[config.mk]
export PLATFORM = sky130hd
export DESIGN_NAME = cv32e40p_x_wb_arb
export DESIGN_NICKNAME = d
export VERILOG_FILES = /design/src/rtl/cv32e40p_x_wb_arb.sv
export SDC_FILE = /design/constraint.sdc
export NUM_CORES = 1
export LEC_CHECK = 0
export CAP_MARGIN = 40
export CORE_ASPECT_RATIO = 1.75
export CORE_MARGIN = 2
export CORE_UTILIZATION = 60
export DETAILED_ROUTE_END_ITERATION = 8
export DONT_BUFFER_PORTS = 1
export PLACE_DENSITY = 0.76
export RECOVER_POWER = 50
export SYNTH_ARGS = -nofsm -noshare
export SYNTH_HDL_FRONTEND = slang
export SYNTH_SLANG_ARGS = --single-unit
[constraint.sdc]
create_clock -name clk_i -period 2.95 [get_ports clk_i]
set_input_delay 0.59 -clock clk_i [delete_from_list [all_inputs] [get_ports clk_i]]
set_output_delay 0.59 -clock clk_i [all_outputs]
set_load 0.05 [all_outputs]
[src/rtl/cv32e40p_x_wb_arb.sv]
// Register-file write-port arbiter between core writeback and x-interface
// results, with a small result FIFO and starvation-driven core stall.
module cv32e40p_x_wb_arb #(
    parameter int DEPTH        = 2,
    parameter int STARVE_LIMIT = 4
) (
    input  logic        clk_i,
    input  logic        rst_ni,
    input  logic        core_we_i,
    input  logic [4:0]  core_waddr_i,
    input  logic [31:0] core_wdata_i,
    output logic        core_stall_o,
    input  logic        x_result_valid_i,
    output logic        x_result_ready_o,
    input  logic [3:0]  x_result_id_i,
    input  logic [4:0]  x_result_rd_i,
    input  logic [31:0] x_result_data_i,
    input  logic        x_result_we_i,
    output logic        rf_we_o,
    output logic [4:0]  rf_waddr_o,
    output logic [31:0] rf_wdata_o,
    output logic        sb_clr_valid_o,
    output logic [4:0]  sb_clr_addr_o,
    output logic [31:0] x_pending_o,
    output logic        x_buf_empty_o
);

    localparam int PW = (DEPTH > 1) ? $clog2(DEPTH) : 1;
    localparam int CW = $clog2(DEPTH + 1);
    localparam int SW = $clog2(STARVE_LIMIT + 1);
    localparam logic [CW-1:0] FULL_CNT = CW'(DEPTH);
    localparam logic [SW-1:0] S_MAX    = SW'(STARVE_LIMIT);
    localparam logic [PW-1:0] P_LAST   = PW'(DEPTH - 1);

    typedef enum logic [1:0] {
        G_NONE,
        G_CORE,
        G_POP,
        G_BYP
    } grant_e;

    logic [4:0]       r_rd   [DEPTH];
    logic [31:0]      r_data [DEPTH];
    logic [3:0]       r_id   [DEPTH];
    logic [DEPTH-1:0] r_vld;
    logic [PW-1:0]    r_wptr;
    logic [PW-1:0]    r_rptr;
    logic [CW-1:0]    r_count;
    logic [SW-1:0]    r_starve;

    logic        w_empty;
    logic        w_ready;
    logic        w_stall;
    logic        w_xfer;
    logic        w_xwr;
    logic        w_pop;
    logic        w_push;
    grant_e      w_grant;
    logic [31:0] w_pend;
    logic [3:0]  w_unused_id;

    assign w_empty = (r_count == '0);
    assign w_ready = (r_count != FULL_CNT);
    assign w_stall = (r_starve == S_MAX) & ~w_empty;
    assign w_xfer  = x_result_valid_i & w_ready;
    // Results without a real destination are retired in the handshake cycle
    assign w_xwr   = w_xfer & x_result_we_i & (x_result_rd_i != 5'd0);

    always_comb begin
        w_grant = G_NONE;
        if (w_stall) begin
            w_grant = G_POP;
        end else if (core_we_i) begin
            w_grant = G_CORE;
        end else if (!w_empty) begin
            w_grant = G_POP;
        end else if (w_xwr) begin
            w_grant = G_BYP;
        end
    end

    assign w_pop  = (w_grant == G_POP);
    assign w_push = w_xwr & (w_grant != G_BYP);

    always_comb begin
        rf_we_o        = 1'b0;
        rf_waddr_o     = 5'd0;
        rf_wdata_o     = 32'd0;
        sb_clr_valid_o = 1'b0;
        sb_clr_addr_o  = 5'd0;
        unique case (w_grant)
            G_CORE: begin
                rf_we_o    = 1'b1;
                rf_waddr_o = core_waddr_i;
                rf_wdata_o = core_wdata_i;
            end
            G_POP: begin
                rf_we_o        = 1'b1;
                rf_waddr_o     = r_rd[r_rptr];
                rf_wdata_o     = r_data[r_rptr];
                sb_clr_valid_o = 1'b1;
                sb_clr_addr_o  = r_rd[r_rptr];
            end
            G_BYP: begin
                rf_we_o        = 1'b1;
                rf_waddr_o     = x_result_rd_i;
                rf_wdata_o     = x_result_data_i;
                sb_clr_valid_o = 1'b1;
                sb_clr_addr_o  = x_result_rd_i;
            end
            default: begin
                rf_we_o = 1'b0;
            end
        endcase
    end

    always_comb begin
        w_pend = '0;
        for (int i = 0; i < DEPTH; i++) begin
            if (r_vld[i]) begin
                w_pend[r_rd[i]] = 1'b1;
            end
        end
        w_pend[0] = 1'b0;
    end

    // Result id is kept alongside each entry for trace tooling only
    assign w_unused_id = r_id[r_rptr];

    always_ff @(posedge clk_i or negedge rst_ni) begin
        if (!rst_ni) begin
            for (int i = 0; i < DEPTH; i++) begin
                r_rd[i]   <= 5'd0;
                r_data[i] <= 32'd0;
                r_id[i]   <= 4'd0;
            end
            r_vld    <= '0;
            r_wptr   <= '0;
            r_rptr   <= '0;
            r_count  <= '0;
            r_starve <= '0;
        end else begin
            if (w_pop) begin
                r_vld[r_rptr] <= 1'b0;
                r_rptr        <= (r_rptr == P_LAST) ? '0 : r_rptr + 1'b1;
            end
            if (w_push) begin
                r_vld[r_wptr]  <= 1'b1;
                r_rd[r_wptr]   <= x_result_rd_i;
                r_data[r_wptr] <= x_result_data_i;
                r_id[r_wptr]   <= x_result_id_i;
                r_wptr         <= (r_wptr == P_LAST) ? '0 : r_wptr + 1'b1;
            end
            if (w_push && !w_pop) begin
                r_count <= r_count + 1'b1;
            end else if (!w_push && w_pop) begin
                r_count <= r_count - 1'b1;
            end
            if (w_pop || w_empty) begin
                r_starve <= '0;
            end else if (w_grant == G_CORE && r_starve != S_MAX) begin
                r_starve <= r_starve + 1'b1;
            end
        end
    end

    assign core_stall_o     = w_stall;
    assign x_result_ready_o = w_ready;
    assign x_pending_o      = w_pend;
    assign x_buf_empty_o    = w_empty;

endmodule

==> impl_metrics.json <==
{
  "outcome": "finished, violations left",
  "violations": "max-capacitance violations, max-slew violations",
  "required_ns": 3.16,
  "p_sw_share_pct": 42.42,
  "internal_power_mw": 4.237,
  "comb_power_share_pct": 56.0,
  "finalPower_mw": 7.359,
  "cts_resized": 0,
  "cts_tree": "built",
  "tightest_slew_ns": 2.009,
  "drt_iter0_markers": 163,
  "rsz0062_at_grt": "no",
  "p_per_area_nw_per_um2": 1234,
  "slew_violations": 84,
  "drc": 0,
  "worst_hold_slack_ns": 0.3904,
  "gr-total-overflow": 0,
  "min_period_over_period_pct": 94.17,
  "grt_pass1_wl_mm": 18.95,
  "synth_area_um2": 4760,
  "antenna_found_initial": 0,
  "worstSkewPairLatency_ns": 0.33,
  "io_pins": 162,
  "arrival_ns": 2.98,
  "ys_types": 40,
  "sequentialPowerShare_pct": 29.8,
  "synth_nets": 485,
  "core_region_area_um2": 7801,
  "n_antenna_cell": 0,
  "setup-tns-final_ns": 0,
  "synth_top_area_share_pct": 43.64,
  "h-tree-depth": 3,
  "dr.pass1.iters": 5,
  "max_freq_mhz": 360.0,
  "dieHeight_um": 121.8,
  "crit_family": "simple AND/OR/NAND/NOR gates",
  "synth.ff_latch_count": 83,
  "final_nets": 545,
  "critPathBufInv": 2,
  "areaGrowthSynthToFinish_pct": 25.32,
  "end_kind": "flop",
  "gp_congestion": 1.017,
  "synth_top_cell_by_area": "dfrtp_1",
  "vias": 3673,
  "numCtsBuffers": 9,
  "vias_per_cell": 6.642,
  "grt_util_all_layers_pct": 27.87,
  "ant_nets": 0,
  "drive_above_1_share_pct": 34.34,
  "die_area_um2": 8689,
  "hold_path_class": "input pin to flop",
  "setup_violations": 0,
  "drt_wl_total_mm": 11.83,
  "syn_area_per_cell_um2": 11.93,
  "path_max_fanout": 22,
  "fp.dieW_um": 71.33,
  "hold_viol": 0,
  "fin_crit_ns": 2.778,
  "grt_pass1_vias": 3907,
  "grt_max_degree": 84,
  "initial_core_util_pct": 61.01,
  "cp-start-kind": "input pin",
  "cpMaxStageDelayCell": "or4_1",
  "clkSinkCount": 83,
  "cpPeakStageDelay_ns": 0.56,
  "post_cts_buffers": 0,
  "path_cells": "or4_1 -> o211ai_1 -> nor3_1 -> buf_8 -> clkbuf_2 -> mux2_1",
  "yosys_warnings": 0,
  "synth_top_cells_by_area": "dfrtp_1, mux2_4, mux2_2, mux2i_1, a221o_1",
  "io_buffer_count": 0,
  "leakage_nw": 2.687,
  "clock_skew_ns": 0.008316,
  "cts_buffer_depth": 2,
  "place_hpwl_mm": 8.638,
  "netSwitchingPower_mw": 3.122,
  "vdd_drop_max_v": 0.0007896,
  "slew_headroom_pct": -33.91,
  "netlist_instances": 399,
  "clock_power_share_pct": 14.2,
  "drv_cap": 1,
  "path_clk_slew_ns": 0.06,
  "root_buffer": "clkbuf_16",
  "critPathKind": "input pin to flop",
  "wl_per_cell_um": 21.39,
  "ys_seq_area_share_pct": 43.64,
  "rows": 43
}
==> cell usage in the layout, fill, tap and decap left out, types with 2 or more instances in the layout <==
master and instances:
dfrtp_1 82, a221o_1 32, clkbuf_2 3, nand3b_1 11
xnor2_1 4, or3_1 2, a21o_1 6, nand2_1 5
o2bb2ai_1 5, ha_1 3, nor3_1 3, buf_4 43
mux2_4 17, clkbuf_8 3, mux2i_1 37, or3b_2 5
buf_12 35, o22ai_1 31, nand3_1 4, o21ai_0 3
mux2_2 36, nor2_1 37, mux2_1 21, nand2b_1 2
inv_1 4, xor2_1 2, clkbuf_16 9, clkbuf_1 3
==> per-stage QoR <==
| stage | instances | cell area [um^2] | util [%] | setup slack (ns) |
|---|---|---|---|---|
| 2_1_floorplan | 399 | 4771 | - | 0.07326 |
| 3_3_place_gp | 536 | 5758 | 73.81 | 0.3230 |
| 3_5_place_dp | 537 | 5773 | 74.00 | 0.3006 |
| 4_1_cts | 553 | 6082 | 77.96 | 0.1853 |
| 5_1_grt | 553 | 5964 | 76.46 | 0.06688 |
| 6_report | 553 | 5964 | 76.46 | 0.1721 |
==> routing by layer <==
layer  track usage [%]  part of all wire [%]  vias to the layer above
li1                  -                     -                     1625
met1             29.58                    35                     1862
met2             52.78                    57                      166
met3             5.790                   6.2                       20
met4             10.26                   1.7                        0
met5                 0                     0                        -
==> power by group through the flow <==
| stage | clock (mW) | sequential, mW | combinational (mW) |
|---|---|---|---|
| after floorplan | 0 | 1.96 | 3.07 |
| after global placement | 0 | 2.14 | 4.09 |
| after detailed placement | 0 | 2.20 | 4.20 |
| after CTS | 1.07 | 2.19 | 4.25 |
| after global routing | 1.11 | 2.27 | 4.34 |
| final | 1.05 | 2.19 | 4.12 |
==> state kept, by name (all words and copies together) (netlist names) <==
name      count
r_rd         10
r_data       64
r_vld         2
r_starve      3
r_rptr        1
r_count       2
r_wptr        1
==> cell usage after synthesis, drive strengths merged <==
cell     count
nand2b       2
and4b        1
nand3        4
a21o         6
nand2        5
buf         15
a21oi        2
ha           3
mux2i       37
nor3b        1
o211ai       1
nand3b      11
clkbuf      19
a221o       32
nor2b        1
or3          2
mux2        74
o22ai       31
or3b         6
nor2        39
o2bb2ai      5
dfrtp       83
xor2         2
or4          1
nor3         3
conb         1
o21ai        3
inv          4
xnor2        4
o21a         1
==> kinds of logic after synthesis <==
| kind of cell | after synthesis | share of synthesized area, % |
|---|---|---|
| muxes | 111 | 27.58 |
| DFF | 83 | 43.64 |
| AOI/OAI and AO/OA | 81 | 13.80 |
| and+or+nand+nor | 76 | 8.518 |
| buffers and inverters | 38 | 4.495 |
| xor gates and xnor gates | 6 | 1.104 |
| adders and majority gates | 3 | 0.7887 |
| other | 1 | 0.07879 |
==> worst paths after layout <==
check | endpoint | slack (ns) | depth (start not counted) | from
setup / recovery | r_data[35]$_DFFE_PN0P_ | 0.17 | 6 | x_result_rd_i[1]
hold / removal | r_data[48]$_DFFE_PN0P_ | 0.39 | 1 | x_result_data_i[16]
setup reg to reg | r_data[61]$_DFFE_PN0P_ | 0.29 | 6 | r_count[1]$_DFFE_PN0P_
hold reg to reg | r_starve[0]$_DFFE_PN0P_ | 0.47 | 1 | r_starve[0]$_DFFE_PN0P_
max in group asynchronous | r_rptr$_DFFE_PN0N_ | 0.79 | 1 | rst_ni
min in group asynchronous | r_starve[1]$_DFFE_PN0P_ | 0.79 | 1 | rst_ni
==> area by class of cell <==
| cell class | count | area [um^2] |
|---|---|---|
| Sequential cell | 83 | 2078 |
| Inverter | 4 | 15.01 |
| Fill cell | 512 | 1837 |
| Clock buffer | 14 | 274.0 |
| Timing Repair Buffer | 83 | 1057 |
| Tap cell | 90 | 112.6 |
| Multi-Input combinational cell | 278 | 2420 |
| Clock inverter | 1 | 7.507 |
==> what timing repair did <==
| item | in CTS | in global routing |
|---|---|---|
| hold buffers | 1 | 0 |
| setup endpoints to repair | 0 | 0 |
| hold endpoints to repair | 83 | 0 |
Note: power is estimated with default switching activity, not from simulation.
